--- config.mk ---
export PLATFORM = sky130hd
export DESIGN_NAME = conv33_window_gen
export DESIGN_NICKNAME = d
export VERILOG_FILES = /design/src/rtl/conv33_window_gen.sv
export SDC_FILE = /design/constraint.sdc
export NUM_CORES = 1
export LEC_CHECK = 0
export ABC_AREA = 1
export BUFFER_PORTS_ARGS = -buffer_cell sky130_fd_sc_hd__buf_2
export CORE_MARGIN = 2
export CORE_UTILIZATION = 50
export DETAILED_ROUTE_END_ITERATION = 7
export GPL_ROUTABILITY_DRIVEN = 0
export MAX_ROUTING_LAYER = met4
export PLACE_DENSITY_LB_ADDON = 0.08
export RECOVER_POWER = 25
export REMOVE_ABC_BUFFERS = 1
export SLEW_MARGIN = 20
export SYNTH_ARGS = -nofsm -noshare
export SYNTH_HDL_FRONTEND = slang
export SYNTH_SLANG_ARGS = --single-unit
--- constraint.sdc ---
create_clock -name clk -period 4.9 [get_ports clk]
set_input_delay 0 -clock clk [delete_from_list [all_inputs] [get_ports clk]]
set_output_delay 0 -clock clk [all_outputs]
set_load 0.03 [all_outputs]
--- src/rtl/conv33_window_gen.sv ---
// Streaming 3x3 sliding-window generator: buffers two rows of a raster pixel stream
// and emits every fully populated 3x3 window (valid convolution, no padding).
module conv33_window_gen #(
    parameter int unsigned DATA_WIDTH = 8,
    parameter int unsigned IMG_W      = 28,
    parameter int unsigned IMG_H      = 28
) (
    input  logic                  clk,
    input  logic                  rst,
    input  logic                  start,
    input  logic                  in_valid,
    input  logic [DATA_WIDTH-1:0] in_data,
    output logic                  in_ready,
    output logic                  out_valid,
    output logic [DATA_WIDTH-1:0] out_0_0,
    output logic [DATA_WIDTH-1:0] out_0_1,
    output logic [DATA_WIDTH-1:0] out_0_2,
    output logic [DATA_WIDTH-1:0] out_1_0,
    output logic [DATA_WIDTH-1:0] out_1_1,
    output logic [DATA_WIDTH-1:0] out_1_2,
    output logic [DATA_WIDTH-1:0] out_2_0,
    output logic [DATA_WIDTH-1:0] out_2_1,
    output logic [DATA_WIDTH-1:0] out_2_2,
    output logic                  frame_done,
    output logic                  busy
);

    localparam int unsigned COL_W = $clog2(IMG_W);
    localparam int unsigned ROW_W = $clog2(IMG_H);
    localparam logic [COL_W-1:0] LAST_COL = COL_W'(IMG_W - 1);
    localparam logic [ROW_W-1:0] LAST_ROW = ROW_W'(IMG_H - 1);
    localparam logic [COL_W-1:0] MIN_COL  = COL_W'(2);
    localparam logic [ROW_W-1:0] MIN_ROW  = ROW_W'(2);

    typedef enum logic [1:0] {
        ST_IDLE = 2'd0,
        ST_RUN  = 2'd1,
        ST_DONE = 2'd2
    } state_t;

    state_t                state_q, state_d;
    logic [COL_W-1:0]      col_q, col_d;
    logic [ROW_W-1:0]      row_q, row_d;
    logic                  in_ready_q, in_ready_d;
    logic                  out_valid_q, out_valid_d;
    logic                  frame_done_q, frame_done_d;
    logic                  busy_q, busy_d;
    logic [DATA_WIDTH-1:0] win_q [3][3];
    logic [DATA_WIDTH-1:0] win_d [3][3];

    // Two row-deep line buffers: lb0 holds row-2, lb1 holds row-1 at each column.
    logic [DATA_WIDTH-1:0] lb0_q [IMG_W];
    logic [DATA_WIDTH-1:0] lb1_q [IMG_W];

    logic accept_c;
    assign accept_c = in_valid && in_ready_q;

    // Next-state, counters, window shift and registered-output next values.
    always_comb begin
        state_d      = state_q;
        col_d        = col_q;
        row_d        = row_q;
        out_valid_d  = 1'b0;
        win_d        = win_q;

        case (state_q)
            ST_IDLE: begin
                if (start) begin
                    state_d = ST_RUN;
                    col_d   = '0;
                    row_d   = '0;
                end
            end
            ST_RUN: begin
                if (accept_c) begin
                    for (int r = 0; r < 3; r++) begin
                        win_d[r][0] = win_q[r][1];
                        win_d[r][1] = win_q[r][2];
                    end
                    win_d[0][2] = lb0_q[col_q];
                    win_d[1][2] = lb1_q[col_q];
                    win_d[2][2] = in_data;
                    out_valid_d = (row_q >= MIN_ROW) && (col_q >= MIN_COL);
                    if (col_q == LAST_COL) begin
                        col_d = '0;
                        if (row_q == LAST_ROW) begin
                            row_d   = '0;
                            state_d = ST_DONE;
                        end else begin
                            row_d = row_q + ROW_W'(1);
                        end
                    end else begin
                        col_d = col_q + COL_W'(1);
                    end
                end
            end
            ST_DONE: begin
                state_d = ST_IDLE;
            end
            default: begin
                state_d = ST_IDLE;
            end
        endcase

        // Status flags are registered images of the state being entered.
        in_ready_d   = (state_d == ST_RUN);
        busy_d       = (state_d != ST_IDLE);
        frame_done_d = (state_d == ST_DONE);
    end

    always_ff @(posedge clk or posedge rst) begin
        if (rst) begin
            state_q      <= ST_IDLE;
            col_q        <= '0;
            row_q        <= '0;
            in_ready_q   <= 1'b0;
            out_valid_q  <= 1'b0;
            frame_done_q <= 1'b0;
            busy_q       <= 1'b0;
            for (int r = 0; r < 3; r++) begin
                for (int c = 0; c < 3; c++) begin
                    win_q[r][c] <= '0;
                end
            end
        end else begin
            state_q      <= state_d;
            col_q        <= col_d;
            row_q        <= row_d;
            in_ready_q   <= in_ready_d;
            out_valid_q  <= out_valid_d;
            frame_done_q <= frame_done_d;
            busy_q       <= busy_d;
            win_q        <= win_d;
        end
    end

    // Line-buffer RAM: contents survive reset; stale rows are never emitted.
    always_ff @(posedge clk) begin
        if (accept_c) begin
            lb0_q[col_q] <= lb1_q[col_q];
            lb1_q[col_q] <= in_data;
        end
    end

    assign in_ready   = in_ready_q;
    assign out_valid  = out_valid_q;
    assign frame_done = frame_done_q;
    assign busy       = busy_q;
    assign out_0_0    = win_q[0][0];
    assign out_0_1    = win_q[0][1];
    assign out_0_2    = win_q[0][2];
    assign out_1_0    = win_q[1][0];
    assign out_1_1    = win_q[1][1];
    assign out_1_2    = win_q[1][2];
    assign out_2_0    = win_q[2][0];
    assign out_2_1    = win_q[2][1];
    assign out_2_2    = win_q[2][2];

endmodule

## Yosys cells after proc, flatten, opt, wreduce, memory -nomap -nowiden

Memory sizes are Yosys's and may differ from the RTL's. A register that Yosys moved wholly into a read port is not among the register bits.
Cells that the tools add are included.

- Magnitude comparators: 2
- Reduce and logical (&&, ||, !) cells: 8
- Equality and inequality tests: 8
- Add/subtract/negate cells: 2
- Mux-type cells: 17

Operator list:

| cell | number |
|---|---|
| $mux W5 | 6 |
| $pmux W5 S2 | 2 |
| $add A5 B1 Y5 const B | 2 |
| $eq A5 B5 Y1 const B | 2 |
| $ge A5 B2 Y1 const B | 2 |
| $mux W2 | 4 |
| $ne A2 B2 Y1 const B | 3 |
| $eq A2 B1 Y1 const B | 2 |
| $mux W1 | 4 |
| $pmux W2 S2 | 1 |
| $reduce_and A4 Y1 | 1 |
| $reduce_bool A2 Y1 | 2 |
| $reduce_and A3 Y1 | 1 |
| $eq A2 B2 Y1 const B | 1 |
| $logic_and A1 B1 Y1 | 2 |
| $logic_not A2 Y1 | 1 |
| $reduce_and A2 Y1 | 1 |

- Input port bits: 12
- Memories: 2
- Bits in registers: 80
- Memory bits (writable): 448

Memory list:

| memory | words | bits a word | rd ports | clocked after Yosys merged registers in | wr ports | line | text |
|---|---|---|---|---|---|---|---|
| lb0_q | 28 | 8 | 1 | 1 | 1 | 52 | `logic [DATA_WIDTH-1:0] lb0_q [IMG_W];` |
| lb1_q | 28 | 8 | 1 | 0 | 1 | 53 | `logic [DATA_WIDTH-1:0] lb1_q [IMG_W];` |

## Longest topological paths before layout

Gate-level depths: netlist (run 1).

- Depth in word-level cells: 6
- Mapped depth: 13
- Mapped depth without buffers: 11

## Least setup slack after synthesis (run 1)

OpenSTA, ideal clock, no wires.

- Path type: reg-to-reg
- Start: reg col_q[0]
- End: mem lb0_q[2][0] (enable)
- Required time: 4.512 ns
- Slack: 2.480 ns
- Arrival time: 2.032 ns
- Library setup time: 0.388 ns
- Cell stages (with the launch flop): 7
- Period minus slack after synthesis: 2.420 ns
- Path through: dfrtp_1 -> inv_2 -> buf_2 -> clkbuf_1 -> ha_1 -> nand2_1 -> nor2_1

RTL lines:

| item | line | text |
|---|---|---|
| start: declaration | 42 | `logic [COL_W-1:0] col_q, col_d;` |
| start signal: assignment | 127 | `col_q <= col_d;` |
| end: declaration | 52 |  |

No word-level cell before the write port.

## Final worst setup path (run 1)

- Start: reg col_q[0]
- End: mem lb0_q[10][5], data pin

- Cells in the longest elaborated chain, start to end: 1

Ends and longest elaborated chain:

| item |
|---|
| $mem_v2 Z28 W8 |

No other way between the ends.

==> results.yml, run 1 <==
critical_path:
  critPathTopFamily: "buffers and inverters"
  path_max_fanout: 85
  crit_buf_inv: 5
  crit_end: "lb0_q[10][5]$_DFFE_PP_"
  crit_path_end_kind: "flip-flop"
  cpMostUsedCell: "nand2_1"
  worstSetupPathType: "flip-flop to flip-flop"
  cp.required_ps: 5280
  cp.arrival_ps: 3970
  worst-path-stages: 12
  rr_worst_depth: 12
  slowest_delay_ps: 740
  crit_chain: "inv_6 > buf_12 > buf_4 > nand2_1 > nand2_1 > nand2_1 > nand2_1 > nand2_1 > nand2_1 > inv_1 > nand3_1 > buf_4"
  r2r-end: "lb0_q[10][5]$_DFFE_PP_"
  rrSetupSlack_ps: 1310
  crit_path_start_kind: "flip-flop"
  regToRegStartpoint: "col_q[0]$_DFFE_PP0P_"
  startpoint: "col_q[0]$_DFFE_PP0P_"
  cpMaxStageDelayCell: "dfrtp_4"
yosys:
  postSynthAreaPerCell_um2: 10.16
  synthCells: 2216
  ys_seq_area_share_pct: 69.52
  ys_ff_latch: 536
  netlist_area_um2: 22520
  ys_types: 31
  ys_warn_count: 0
clock_tree:
  cts_tree: "built"
  cts_buffers: 56
  clk-insertion-delay-late_ps: 600
  cts_setup_buffers: 0
  clkTransAtPathRegs_ps: 60
  root_buffer: "clkbuf_16"
  cts_hold_buf: 5
  clock_path_buffers: 3
  clkSinkCount: 536
  h-tree-depth: 2
  cts.repair.resized: 0
drt:
  via_per_inst: 5.147
  drt_iter0_drc: 1924
  drcViolationCount: 0
  vias: 15241
  ant_nets: 0
  drt-total-wl_um: 58590
  wl_per_cell_um: 19.79
  top_layer_used: "met4"
  met3_length_um: 3718
  route.layer.met1.wl_um: 25080
  met2_wirelength_um: 27720
  dr.pass1.iters: 6
global_routing:
  grt_max_degree: 86
  grt_pass1_wl_um: 89530
  grt_overflow: 0
  antenna_found_initial: 3
  gr-usage-all-layers_pct: 26.43
  grt_pass1_vias: 14872
sta:
  min_period_ps: 3594
  skew_ps: 14.05
  relSlewSlack_pct: -34.50
  period_share_pct: 73.34
  drv_slew: 277
  final-hold-violation-count: 0
  tns_ps: 0
  fmax_mhz: 278.3
  rsz0062_at_grt: "no"
  worst_pin_slew_ps: 2018
  setup_viol: 0
floorplanning:
  ios: 88
  die_x_um: 216.2
  rows: 77
  die_h_um: 216.2
  start_util_pct: 50.81
  design.die.area_um2: 46750
  core_um2: 44320
cells_and_area:
  final_nets: 2343
  drive_gt1_share_pct: 8.991
  area.sequential_um2: 15660
  insertedDiodeCount: 0
  final_core_util_pct: 57.50
  area_growth_pct: 13.16
  multi_input_area_um2: 5451
  nFillCells: 3868
place:
  hpwl_um: 34120
  io_buffers: 87
outcome:
  run_status: "finished, violations left"
  violations: "capacitance limit, slew limit"
pwr:
  p_leak_nw: 11.14
  ir_worst_vdd_mv: 0.3988
  power.density_nw_per_um2: 583.1
job:
  max_cap_viol_count: 9
worst_hold_path:
  hold_class: "input port to flip-flop"
==> synth_stat cells <==
master,n,area [um2]
o31ai_1,1,7.510
clkinv_2,1,5.000
inv_2,8,30.03
edfxtp_1,448,13450
o211ai_1,1,7.510
o21ai_0,68,340.3
a221oi_1,1,8.760
nor2_2,2,12.51
o22ai_1,1,6.260
o21a_1,1,7.510
ha_1,6,75.07
buf_6,1,11.26
or2_2,1,6.260
xor2_1,3,26.28
nand4_1,2,12.51
nor2_1,109,409.1
a21oi_1,20,100.1
nor2_4,2,22.52
nand2_2,4,25.02
buf_2,66,330.3
o21ai_1,9,45.04
nand2_1,958,3596
nor3_1,1,5.000
buf_1,3,11.26
clkbuf_1,24,90.09
inv_1,242,908.4
nand3_1,138,690.7
buf_4,4,30.03
nor3_4,2,32.53
dfrtp_1,88,2202
nand3_2,1,10.01
==> logic make-up (layout without fill, tap and decap cells) <==
logic type | after synthesis | count (layout) | synth area share (%)
xor gates and xnor gates | 3 | 3 | 0.1167
DFF | 536 | 536 | 69.52
buffers and inverters | 349 | 502 | 6.290
AOI/OAI and AO/OA | 102 | 102 | 2.323
and+or+nand+nor | 1220 | 1220 | 21.41
adders and majority gates | 6 | 6 | 0.3334
==> tightest hold or removal path, delay by kind of cell <==
family	cells	cell delay, ps
and+or+nand+nor	4	340
buffers and inverters	2	380
==> sequential cells by signal (all words and copies together), names as in the netlist, 8 cells and up <==
name     count
out_0_2      8
out_1_2      8
out_1_1      8
out_1_0      8
out_0_1      8
lb1_q      224
out_2_2      8
out_2_1      8
out_2_0      8
lb0_q      224
out_0_0      8
==> cell type report <==
type                    instances  share of cell area (%)
flip-flops and latches        536                   61.47
multi-input cells            1331                   21.39
clock buffers                  68                   5.877
inverters                     251                   3.737
repair buffers                149                   3.501
well taps                     592                   2.907
clock inverters                34                   1.120
==> where the power goes <==
group	leakage (nW)	switching, mW	internal [mW]
clock	0.884	1.72	2.42
combinational	5.13	3.35	0.977
sequential	5.13	0.271	6.12
total	11.1	5.34	9.52
==> metrics by stage <==
step           cell area, um2  cells  power (mW)  hold slack, ps  setup WS (ps)
6_report                25480   2961       14.86           178.0           1306
3_3_place_gp            23700   2854       10.76           90.76           1409
4_1_cts                 25530   2961       14.97           6.556           1357
5_1_grt                 25480   2961       15.58           232.4           1135
2_1_floorplan           22040   2118       8.980           98.87          -3277
3_5_place_dp            23700   2854       10.82           102.9           1375
==> how the worst min path moves through the flow <==
stage | from | to | slack, ps | cells past startpoint
detailed placement | rst | out_1_1[0]$_DFFE_PP0P_ | 100 | 2
global placement | rst | out_1_1[0]$_DFFE_PP0P_ | 90 | 2
finish | in_valid | out_0_0[2]$_DFFE_PP0P_ | 180 | 6
CTS | rst | out_1_1[0]$_DFFE_PP0P_ | 7 | 3
global route | start | in_ready$_DFF_PP0_ | 230 | 4
floorplan | in_data[0] | lb1_q[0][0]$_DFFE_PP_ | 100 | 0
==> metal layers <==
metal	up-vias	track usage, %
met4	0	9.543
met3	118	4.070
met2	478	41.93
li1	7321	-
met1	7324	34.89
met5	-	-
==> cells in the final DEF (no fill, tap or decap), types with 4 or more instances in the layout <==
cell and count:
inv_1 240, o21ai_0 68, edfxtp_1 448, clkbuf_16 57
nand3_1 138, ha_1 6, clkinv_2 15, dlygate4sd3_1 5
bufinv_16 5, clkinv_1 13, dfrtp_1 86, nand2_1 958
clkbuf_1 45, o21ai_1 9, nor2_1 109, buf_2 50
nand2_2 4, a21oi_1 20, buf_4 55, inv_2 7
Note: power is estimated with default switching activity, not from simulation.
==> run 2: changes to the inputs <==
- ABC_AREA: 1 -> 0
- clock period: 4.9 -> 3.1 ns (I/O delays scaled with it)
==> run 2 against run 1 <==
The flow now finishes without violations. Design area fell by 4.6%. Routed wire length is 16% lower. Critical path depth down 6. Clock power grew 49%.
==> results.yml, run 2 <==
drt:
  drcViolationCount: 0
  vias: 11452
  via_per_inst: 5.784
  dr.pass1.iters: 5
  wl_per_cell_um: 24.72
  drt_iter0_drc: 1250
  drt-total-wl_um: 48950
  ant_nets: 0
yosys:
  synth_ff_type: "edfxtp_1"
  synth_common_cells: "edfxtp_1 (448), nand2_1 (187), mux2i_1 (105)"
  synth_area_leaders: "edfxtp_1 (64%), dfrtp_1 (11%), mux4_2 (5.6%), mux2i_1 (5.0%), nand2_1 (3.4%)"
  synth_top_cell_by_area: "edfxtp_1"
  ys_types: 64
  synth.top_cell.area_share_pct: 64.46
  ys_warn_count: 0
  async_flop_share_pct: 16.42
  postSynthAreaPerCell_um2: 16.91
  synthCells: 1234
  synth-edff-count: 448
  yosysMostFrequentCell: "edfxtp_1"
  netlist_area_um2: 20870
  ys_ff_latch: 536
  ys_seq_area_share_pct: 75.02
clock_tree:
  clkSinkCount: 536
  h-tree-depth: 2
  clkTransAtPathRegs_ps: 60
  cts_setup_buffers: 0
  cts_buffers: 53
  clk-insertion-delay-late_ps: 600
  root_buffer: "clkbuf_16"
  clock_path_buffers: 3
  cts_tree: "built"
floorplanning:
  die_h_um: 208.3
  rows: 74
  design.die.area_um2: 43390
  core_um2: 41020
  ios: 88
  start_util_pct: 50.88
  die_x_um: 208.3
worst_hold_path:
  hold_class: "input port to asynchronous set/reset pin"
cells_and_area:
  area_growth_pct: 16.45
  final_core_util_pct: 59.25
  final_common_cell: "edfxtp_1"
  stdcell_count: 1980
  drive_gt1_share_pct: 22.31
  layout_common_cells: "edfxtp_1 (448), nand2_1 (187), mux2i_1 (105)"
  top_regs: "lb0_q: 224 flops, lb1_q: 224 flops"
  insertedDiodeCount: 0
  final_nets: 1421
pwr:
  power_switching_share_pct: 31.92
  comb_power_share_pct: 27.0
  switchingPower_mw: 7.004
  p_total_mw: 21.94
  power.density_nw_per_um2: 903.0
  p_leak_nw: 8.785
  seqPwrFrac_pct: 44.9
  internal_power_mw: 14.94
  clkPwrFrac_pct: 28.1
  ir_worst_vdd_mv: 0.4935
sta:
  relSlewSlack_pct: 5.657
  postLayoutSetupSlackWorst_ps: 277.3
  worst_pin_slew_ps: 1415
  skew_ps: 10.36
  period_share_pct: 91.06
  setup_viol: 0
  rsz0062_at_grt: "no"
  drv_slew: 0
  fmax_mhz: 354.3
  final-hold-violation-count: 0
  min_period_ps: 2823
global_routing:
  grt_pass1_wl_um: 73570
  antenna_found_initial: 0
  grt_pass1_vias: 11379
  grt_max_degree: 72
  gr-usage-all-layers_pct: 23.67
  grt_overflow: 0
place:
  place_ws_ps: 285.1
  hpwl_um: 30490
  place_inst: 1869
  io_buffers: 87
job:
  max_cap_viol_count: 0
critical_path:
  cp.arrival_ps: 3130
  cp.required_ps: 3410
  path_max_fanout: 37
  worstSetupPathType: "flip-flop to flip-flop"
  crit_path_end_kind: "flip-flop"
  crit_path_start_kind: "flip-flop"
  rr_worst_depth: 6
outcome:
  run_status: "complete, no violations"
==> run 2: cell count changes in the layout (fill, tap and decap cells not counted), sizes merged, moves of 27 or more <==
cell | previous run | this run
nand2 | 962 | 187
clkbuf | 105 | 77
buf | 107 | 161
nor2 | 113 | 39
o22ai | 1 | 28
o21ai | 77 | 16
a22oi | 0 | 29
inv | 250 | 11
nand3 | 139 | 33
mux4 | 0 | 53
mux2i | 0 | 105
==> run 2: metal layers <==
| layer | vias to the layer above | share of wire [%] | global-route usage [%] |
|---|---|---|---|
| li1 | 5117 | - | - |
| met1 | 5905 | 44 | 32.55 |
| met2 | 353 | 48 | 37.12 |
| met3 | 77 | 5.5 | 3.608 |
| met4 | 0 | 2.5 | 6.773 |
| met5 | - | 0 | - |
==> run 2: power groups by stage <==
stage	sequential (mW)	clock (mW)	combinational, mW
after floorplan	10.7	0	2.74
after detailed placement	10.0	0	5.93
final	9.85	6.17	5.93
after CTS	9.85	6.29	5.95
after global placement	9.98	0	5.87
after global routing	9.93	6.57	6.30
==> run 2: per-stage QoR <==
step	TNS [ps]	cell area, um2	hold WS [ps]
2_1_floorplan	-2327310	20500	98.87
6_report	0	24300	106.0
4_1_cts	0	24320	103.7
3_3_place_gp	0	22550	199.3
5_1_grt	0	24300	174.3
3_5_place_dp	0	22550	206.2
==> run 2: area by class of cell <==
cell class	instances	area (um2)
Sequential cell	536	15660
Clock buffer	67	1409
Tap cell	532	665.6
Fill cell	3120	16720
Inverter	8	32.53
Multi-Input combinational cell	622	4843
Timing Repair Buffer	182	1436
Clock inverter	33	251.5
==> run 2: final timing paths <==
check | startpoint | to | slack, ps
setup / recovery | col_q[0]$_DFFE_PP0P_ | lb1_q[0][1]$_DFFE_PP_ | 280
hold / removal | rst | out_1_1[4]$_DFFE_PP0P_ | 110
setup reg to reg | col_q[0]$_DFFE_PP0P_ | lb1_q[0][1]$_DFFE_PP_ | 280
hold reg to reg | out_0_0[7]$_DFFE_PP0P_ | out_0_0[7]$_DFFE_PP0P_ | 470
max in group asynchronous | rst | out_1_1[6]$_DFFE_PP0P_ | 2030
min in group clk | start | busy$_DFF_PP0_ | 420
==> run 2: worst max-delay path: stages, from the launching register on <==
cell and delay (ps):
dfrtp_4 710, buf_12 280, inv_2 210, ha_1 180, nand3_1 340, nor2_1 530, buf_12 240
==> run 2: timing repair <==
action                    CTS  global route
hold endpoints to repair  294             0
hold buffers               11             0
gates resized for setup     0             0
==> run 2: kinds of logic (layout without fill, tap and decap cells) <==
family	Yosys count	after routing	synth area share [%]
AND/OR/NAND/NOR	314	314	6.709
adder cells (fa/ha/maj)	6	6	0.3597
buffers and inverters	76	290	1.919
flip-flops	536	536	75.02
multiplexers	173	173	11.58
AO/OA/AOI/OAI	128	128	4.371
XOR/XNOR	1	1	0.04198
